File: src/rtl/priority_encoder_rr.sv
// Registered priority encoder with valid/ready handshake; fixed (highest index wins) or round-robin priority.
// Define PRIO_ENC_GRANT_EN to add the registered one-hot out_grant output.
module priority_encoder_rr #(
   parameter  int N  = 8,
   parameter  int RR = 0,
   localparam int W  = $clog2(N)
) (
   input  logic         clk,
   input  logic         reset_n,
   input  logic         flush,
   input  logic         in_valid,
   output logic         in_ready,
   input  logic [N-1:0] in_req,
   output logic         out_valid,
   input  logic         out_ready,
   output logic [W-1:0] out_idx,
   output logic         out_found
`ifdef PRIO_ENC_GRANT_EN
   ,
   output logic [N-1:0] out_grant
`endif
);

   localparam logic [W-1:0] PTR_RST = W'(N - 1);

   logic         r_valid;
   logic [W-1:0] r_idx;
   logic         r_found;
   logic [W-1:0] r_ptr;
   logic         w_accept;
   logic         w_found;
   logic [W-1:0] w_win_idx;
   logic [W-1:0] w_ptr_nxt;

   // Position k steps below ptr, wrapping N-1 -> 0 without needing N to be a power of two.
   function automatic logic [W-1:0] rr_pos(input logic [W-1:0] ptr, input int k);
      int p;
      p = int'(ptr) - k;
      if (p < 0) p = p + N;
      return W'(p);
   endfunction

   assign in_ready = !r_valid || out_ready;
   assign w_accept = in_valid && in_ready;

   // Later loop iterations overwrite earlier ones, so the last set bit visited wins.
   always_comb begin
      // NOTE: defaults first so every path assigns the outputs and no latch is inferred.
      w_win_idx = '0;
      w_found   = 1'b0;
      if (RR != 0) begin
         for (int k = N - 1; k >= 0; k--) begin
            if (in_req[rr_pos(r_ptr, k)]) begin
               w_win_idx = rr_pos(r_ptr, k);
               w_found   = 1'b1;
            end
         end
      end else begin
         for (int i = 0; i < N; i++) begin
            if (in_req[i]) begin
               w_win_idx = W'(i);
               w_found   = 1'b1;
            end
         end
      end
   end

   // The winner drops to lowest priority: the pointer moves to the index just below it.
   assign w_ptr_nxt = (w_win_idx == '0) ? PTR_RST : (w_win_idx - 1'b1);

   // NOTE: state uses non-blocking assignments so every register samples pre-edge values.
   always_ff @(posedge clk or negedge reset_n) begin
      if (!reset_n) begin
         r_valid <= 1'b0;
         r_idx   <= '0;
         r_found <= 1'b0;
         r_ptr   <= PTR_RST;
      end else if (flush) begin
         r_valid <= 1'b0;
         r_ptr   <= PTR_RST;
      end else if (w_accept) begin
         r_valid <= 1'b1;
         r_idx   <= w_win_idx;
         r_found <= w_found;
         if ((RR != 0) && w_found) r_ptr <= w_ptr_nxt;
      end else if (out_ready) begin
         r_valid <= 1'b0;
      end
   end

`ifdef PRIO_ENC_GRANT_EN
   logic [N-1:0] r_grant;

   always_ff @(posedge clk or negedge reset_n) begin
      if (!reset_n) begin
         r_grant <= '0;
      end else if (!flush && w_accept) begin
         r_grant <= w_found ? (N'(1) << w_win_idx) : '0;
      end
   end

   assign out_grant = r_grant;
`endif

   assign out_valid = r_valid;
   assign out_idx   = r_idx;
   assign out_found = r_found;

endmodule

File: config.mk
export PLATFORM = sky130hd
export DESIGN_NAME = priority_encoder_rr
export DESIGN_NICKNAME = d
export VERILOG_FILES = /design/src/rtl/priority_encoder_rr.sv
export SDC_FILE = /design/constraint.sdc
export NUM_CORES = 1
export LEC_CHECK = 0
export CELL_PAD_IN_SITES_DETAIL_PLACEMENT = 2
export CELL_PAD_IN_SITES_GLOBAL_PLACEMENT = 2
export CORE_AREA = 4 4 41 43
export CTS_BUF_LIST = sky130_fd_sc_hd__clkbuf_2 sky130_fd_sc_hd__clkbuf_4 sky130_fd_sc_hd__clkbuf_8
export DETAILED_ROUTE_END_ITERATION = 7
export DIE_AREA = 0 0 45 47
export DONT_BUFFER_PORTS = 1
export PLACE_DENSITY_LB_ADDON = 0.25
export SETUP_SLACK_MARGIN = 0.15
export SYNTH_ARGS = -nofsm -noshare
export SYNTH_HDL_FRONTEND = slang
export SYNTH_SLANG_ARGS = --single-unit
File: constraint.sdc
create_clock -name clk -period 1.1 [get_ports clk]
set_input_delay 0.22 -clock clk [delete_from_list [all_inputs] [get_ports clk]]
set_output_delay 0.22 -clock clk [all_outputs]
set_load 0.005 [all_outputs]
## Word-level counts from Yosys, hierarchy flattened

Index checks and enable logic that the tools add are counted.

| word-level totals | value |
|---|---|
| output and inout port bits | 6 |
| input bits | 13 |
| logic and storage cells | 27 |
| bits in registers | 5 |

| cells by class | value |
|---|---|
| reduce and logical (&&, ||, !) cells | 5 |
| bitwise gates (word level) | 1 |
| muxes and demuxes | 18 |

Operators with widths:

| kind | count |
|---|---|
| $mux 3 | 6 |
| $mux 1 | 12 |
| $reduce_bool 3->1 | 1 |
| $reduce_and 2->1 | 1 |
| $logic_and 1x1->1 | 1 |
| $logic_not 1->1 | 1 |
| $logic_or 1x1->1 | 1 |
| $not 1->1 | 1 |

## Longest topological paths before layout

| logic depth | value |
|---|---|
| depth after elaboration | 8 |
| mapped depth | 3 |
| mapped depth without buffers | 3 |

## Least setup slack after synthesis

Ideal clock, no wire load.

| path | value |
|---|---|
| path kind | register to register |
| start | register r_valid, in the netlist out_valid |
| end | register r_idx[1], in the netlist out_idx[1] |
| data arrival time | 1.028 ns |
| period minus slack after synthesis | 1.153 ns |
| stages on the path, launching flop included | 4 |
| setup slack | -0.053 ns |
| cells stage by stage | dfrtp_1 > nand2b_1 > and2_2 > mux2_2 |

| between the ends | value |
|---|---|
| cells in the longest elaborated chain, start to end | 4 |

Ends and longest elaborated chain:

| item | RTL line | RTL |
|---|---|---|
| start: declaration | 26 | `logic r_valid;` |
| start signal: assignment | 74 | `r_valid <= 1'b0;` |
| start signal: assignment | 79 | `r_valid <= 1'b0;` |
| start signal: assignment | 82 | `r_valid <= 1'b1;` |
| $logic_not 1->1 | 43 | `assign in_ready = !r_valid \|\| out_ready;` |
| $logic_or 1x1->1 | 43 |  |
| named net in_ready | 12 | `output logic in_ready,` |
| $logic_and 1x1->1 | 44 | `assign w_accept = in_valid && in_ready;` |
| $reduce_and 2->1 (no line) | - |  |
| end signal: assignment | 83 | `r_idx <= w_win_idx;` |
| end: declaration | 27 | `logic [W-1:0] r_idx;` |

The timed path passes the listed nets, and every way through them passes these cells.
A chain may end at the register's enable or synchronous reset.

## Worst setup path after layout

| path | value |
|---|---|
| start | register r_valid, in the netlist out_valid |
| end | register r_idx[2], in the netlist out_idx[2] |

| between the ends | value |
|---|---|
| cells in the longest elaborated chain, start to end | 4 |

Ends and longest elaborated chain:

| item | RTL line |
|---|---|
| $logic_not 1->1 | 43 |
| $logic_or 1x1->1 | 43 |
| $logic_and 1x1->1 | 44 |
| $reduce_and 2->1 (no line) | - |

No other way between the ends.

==> flow_summary_export.csv <==
group,metric,value,unit
status,run_status,"complete, no violations",
place,finalWeightedCongestion,0.735,
sta,rsz_0062_raised_after_global_routing,"yes",
pwr,cellLeakagePower,0.175,nW
grt,initial_antenna_violation_count,0,
sta,slew-limit-headroom,0.832,
drt,routed_wire_length_per_instance,17.4,um
drt,route.detailed.drc,0,
floorplan,chip_height,47,um
final_layout,layout.nets,50,
cts,ctsLongestPathBuffers,2,
sta,clock.fmax,912,MHz
cts,clockRootBuffer,"sky130_fd_sc_hd__clkbuf_4",
setup_path,crit_path_max_fanout,4,
logic_synthesis,netlist.top_cell.by_area,"sky130_fd_sc_hd__dfrtp_1",
final_layout,insertedDiodeCount,0,
setup_path,path_delay_family,"flip-flops",
logic_synthesis,synth.most_common_cell,"sky130_fd_sc_hd__dfrtp_1",
floorplan,row_count,13,
setup_path,worstSetupEndpointType,"register",
final_layout,finalCoreUtilization,0.315,
place,detailed_place_hpwl,698,um
logic_synthesis,total_of_warnings_raised_by_yosys,0,
floorplan,initial_core_util,0.208,
logic_synthesis,ys_types,13,
logic_synthesis,asyncSetResetFlopFracSynth,1.00,
grt,grt_pass1_wl,1430,um
logic_synthesis,synth_fp_nets,39,
sta,final-max-slew-violation-count,0,
logic_synthesis,postSynthRegisterBits,5,
sta,setup_violations,0,
final_layout,area.growth.synth_to_final,51.9,%
floorplan,ios,19,
grt,grt.total_usage,0.103,
pwr,power-per-cell-area,1330,mW/mm2
cts,clkSlewWorstSetupHoldPaths,0.04,ns
drt,ant_nets,0,
setup_path,cp_num_buf_inv,0,
worst_hold_path,worst_hold_path_type,"in2reg",
drt,via_total_after_detailed_routing,249,
cts,cts_made_buffers,3,
logic_synthesis,register_area_share_after_synthesis,0.463,
grt,grt_pass1_vias,315,
grt,grt_start_max_net_pins,6,
setup_path,worstPathArrival,1.22,ns
setup_path,slowest_stage,"sky130_fd_sc_hd__dfrtp_1",
sta,post_route_fraction_of_the_period_consumed_by_the_critical_path,0.997,
floorplan,core_region_area,0.00130,mm2
sta,finalWorstPathRequiredPeriod,1.10,ns
pwr,ir_drop,0.000384,V
drt,detail_route.iter0.violations,1,
sta,worst_clock_skew,0.00517,ns
logic_synthesis,ys_top_cells_by_count,"sky130_fd_sc_hd__dfrtp_1, sky130_fd_sc_hd__a21oi_1, sky130_fd_sc_hd__inv_1, sky130_fd_sc_hd__nor2_1",
logic_synthesis,post_synth_main_area_contributors,"sky130_fd_sc_hd__dfrtp_1, sky130_fd_sc_hd__mux2_2, sky130_fd_sc_hd__a21oi_1, sky130_fd_sc_hd__nor4b_2, sky130_fd_sc_hd__nand2b_1",
setup_path,critical_path_required,1.23,ns
setup_path,timing_worst_setup_path_type,"reg2reg",
logic_synthesis,synth_area,270,um2
drt,drt_wl_total,889,um
cts,cts_htree_levels,1,
floorplan,fp.dieArea,0.00212,mm2
logic_synthesis,ys.flop_type,"sky130_fd_sc_hd__dfrtp_1",
logic_synthesis,syn-mean-instance-area,10.4,um2
setup_path,critPathMaxStageDelay,0.38,ns
drt,vias_per_cell,4.88,
setup_path,worstSetupStartpointType,"register",
cts,worstSkewPairLatency,0.25,ns
final_layout,drive_gt1_frac,0.500,
floorplan,chipWidth,45,um
cts,numClockSinks,5,
grt,grt_overflow_total,0,
place,numPortBuffers,0,
job,timing.max_cap.violations,0,
setup_path,crit_chain,"nand2b_1 -> and2_4 -> mux2_4",
logic_synthesis,netlist.area_leader.share,0.463,
sta,hold_viol_final,0,
logic_synthesis,post_synth_inst_count,26,
drt,drt-pass1-iter-count,2,
sta,worst_margin_slew,0.250,ns
sta,whs,0.0478,ns
cts,cts_tree,"yes",
logic_synthesis,number_of_enable_type_register_cells_in_the_synthesized_netlist,0,
==> cell families after synthesis <==
logic type	after synthesis	synth area share
and+or+nand+nor	9	0.245
AOI/OAI and AO/OA	7	0.167
DFF	5	0.463
buffers and inverters	3	0.0417
muxes	2	0.0833
==> layer usage <==
layer  up-vias  share of wire  track usage  routed length [um]
met1       119           0.30       0.0805                 270
li1        112              -            -                   -
met2        16           0.56        0.198                 494
met4         0          0.025       0.0877                  22
met5         -              0            0                   0
met3         2           0.11       0.0383                 102
==> sequential cells by signal, summed over array words and instances, names as in the netlist <==
signal / flops
out_valid: 1
out_idx: 3
out_found: 1
==> cell type report <==
class                   instances  area (um2)
clock buffers                   4        30.0
multi-input cells              18         170
repair buffers                  6        55.1
well taps                      15        18.8
inverters                       3        11.3
fillers                       153         891
flip-flops and latches          5         125
==> through the flow <==
step / instance area (um2) / setup WS, ns / setup TNS [ns] / std cells / power, mW
floorplan: 272 / -0.0522 / -0.127 / 26 / 0.249
global placement: 305 / -0.141 / -0.188 / 43 / 0.264
detailed placement: 305 / -0.135 / -0.184 / 43 / 0.266
CTS: 373 / 0.000279 / 0 / 50 / 0.532
global route: 410 / -0.0386 / -0.101 / 51 / 0.590
finish: 410 / 0.00371 / 0 / 51 / 0.545
==> final timing paths <==
path | startpoint | to | slack (ns) | cells after the start
min reg2reg | out_idx[1]$_DFFE_PN0P_ | out_idx[1]$_DFFE_PN0P_ | 0.54 | 1
min in group asynchronous | reset_n | out_found$_DFFE_PN0P_ | 0.27 | 1
max | out_valid$_DFFE_PN0P_ | out_idx[2]$_DFFE_PN0P_ | 0.004 | 3
max in group asynchronous | reset_n | out_idx[1]$_DFFE_PN0P_ | 0.63 | 1
min | flush | out_valid$_DFFE_PN0P_ | 0.05 | 1
max reg2reg | out_valid$_DFFE_PN0P_ | out_idx[2]$_DFFE_PN0P_ | 0.004 | 3
==> report_power, final <==
| group | switching [mW] | total [mW] | internal (mW) |
|---|---|---|---|
| Clock | 0.0846 | 0.247 | 0.162 |
| Combinational | 0.0346 | 0.0860 | 0.0514 |
| Sequential | 0.0121 | 0.212 | 0.200 |
==> repair_timing <==
item,in CTS,in global routing
hold buffers,1,0
endpoints found under the hold margin,5,0
pin swaps,2,2
gates resized for setup,2,5
setup endpoints to repair,5,6
buffers inserted,2,1
==> placed cells by master, fill, tap and decap left out, drive strengths merged <==
master,count
buf,5
nor4b,1
dlygate4sd3,1
nor2,3
and2b,1
nand2b,2
mux2,2
o31ai,1
dfrtp,5
or4,1
and2,1
inv,3
a21oi,4
a221o,1
a31oi,1
clkbuf,4
Power figures use the tool's default switching activity.
==> RTL edit: new RTL, config.mk and constraints unchanged <==
`N`: 8 -> 16.
--- a/src/rtl/priority_encoder_rr.sv
+++ b/src/rtl/priority_encoder_rr.sv
@@ -2,5 +2,5 @@
 // Define PRIO_ENC_GRANT_EN to add the registered one-hot out_grant output.
 module priority_encoder_rr #(
-   parameter  int N  = 8,
+   parameter  int N  = 16,
    parameter  int RR = 0,
    localparam int W  = $clog2(N)
Interface: changed (resized in_req and out_idx); port bits go from 19 to 28. No check against the original RTL was run, so the function may have changed too.
==> RTL edit against the original RTL <==
  * The flow now finishes with violations (negative setup slack)
  * Setup slack worse by 0.20 ns
  * Clock power down 21%
  * Count of clock-buffer cells in the layout down 1
  * Via count up 62%
  * Cell area up 36%
  * Synthesized area up 45%
  * Sequential share of layout area down 3.6 points
  * Wire length up 49%
  * Power up 3.3%
  * Critical path type unchanged
  * First-iteration DRC count up 100%
  * Critical path depth up 1
  * Global-route usage up 3.8 points
  * Sequential cell count up 1
==> RTL edit: results (changes against the original RTL) <==
Status -> complete, but fails checks (was completed)
Global-route total usage across every layer -> 0.141 (was 0.103)
# resized after CTS -> 5 (was 2)
Worst EP arrival -> 1.42 ns (was 1.22 ns)
Avg Cell Area, Syn -> 8.54 um2 (was 10.4 um2)
Number of DRC markers in iteration 0 -> 2 (was 1)
Avg Vias per Cell -> 5.32 (was 4.88)
First-pass DRT Iterations -> 3 (was 2)
DP Cell Count -> 66 (was 43)
Mux cell area share after synthesis -> 0.0541 (was 0.0833)
Setup Fix Bufs, Post-CTS -> 3 (was 2)
Largest net degree at the start of global routing -> 7 (was 6)
DP Wirelength -> 993 um (was 698 um)
Placed Area -> 453 um2 (was 305 um2)
Worst setup margin -> -0.198 ns (was 0.00371 ns)
Reg2Reg Depth -> 4 (was 3)
Routability Congestion -> 0.703 (was 0.735)
Most frequent cells after synthesis -> nor2_1, dfrtp_1, inv_1 (was dfrtp_1, a21oi_1, inv_1, nor2_1)
Number of flip-flops in the largest register -> 4 (was 3)
Yosys cell types -> 20 (was 13)
Post-synthesis sequential area ratio -> 0.382 (was 0.463)
Vias in the first global route -> 444 (was 315)
First-pass GRT wire length -> 2.04 mm (was 1.43 mm)
Non-filler cells, final -> 76 (was 51)
Leakage -> 0.229 nW (was 0.175 nW)
Violated checks -> negative setup slack
Final setup violation count -> 7 (was 0)
DRT Wirelength -> 1.32 mm (was 889 um)
Relative slew slack -> 0.663 (was 0.832)
Largest cells by area after synthesis -> dfrtp_1, nor2_1, nor3b_4 (was dfrtp_1, mux2_2, a21oi_1)
Switch Pwr -> 133 uW (was 131 uW)
Synth Net Count -> 67 (was 39)
Compound-Gate Fraction of Synth Area -> 0.175 (was 0.167)
Worst Skew -> 0.00364 ns (was 0.00517 ns)
[RTL edit: changes by cell type in the layout (fill, tap and decap cells not counted), sizes merged, moves of 2 or more]
cell,delta
nand2,+2
buf,+6
nor3b,+2
nor4,+2
nor2,+10
[RTL edit: area by class of cell]
cell class	count	area [um2]	area share
inverters	4	15.0	0.0268
flip-flops and latches	6	150	0.268
repair buffers	12	111	0.199
clock buffers	3	22.5	0.0403
well taps	15	18.8	0.0336
multi-input cells	36	241	0.432
[RTL edit: worst min-delay path by stage]
stage	startpoint	end	slack, ns	cells past startpoint
2_1_floorplan	reset_n	out_found	-0.08	0
3_3_place_gp	reset_n	out_idx[1]	-0.08	0
3_5_place_dp	reset_n	out_idx[0]	-0.08	0
4_1_cts	flush	out_valid	0.04	1
5_1_grt	flush	out_valid	0.04	1
6_report	flush	out_valid	0.05	1
[RTL edit: power groups by stage]
stage / clock, mW / sequential [mW] / combinational [mW]
finish: 0.194 / 0.251 / 0.118
global route: 0.222 / 0.254 / 0.131
CTS: 0.203 / 0.252 / 0.106
detailed placement: 0 / 0.254 / 0.0822
global placement: 0 / 0.253 / 0.0768
floorplan: 0 / 0.250 / 0.0564
[RTL edit: critical path: stages, from the launching register on]
cell and delay [ns]:
dfrtp_1 0.38, nor2b_4 0.15, nor3b_4 0.22, buf_4 0.16, mux2_4 0.29
[RTL edit: per-layer routing]
| metal | wire, um | track usage |
|---|---|---|
| met5 | 0 | 0 |
| met4 | 0 | 0.0175 |
| met3 | 126 | 0.0920 |
| met2 | 754 | 0.254 |
| met1 | 441 | 0.141 |
[RTL edit: cells by family (layout without fill, tap and decap cells)]
group | Yosys count | after routing
simple gates | 24 | 24
compound gates | 10 | 10
flops | 6 | 6
buf+inv | 4 | 19
mux | 2 | 2
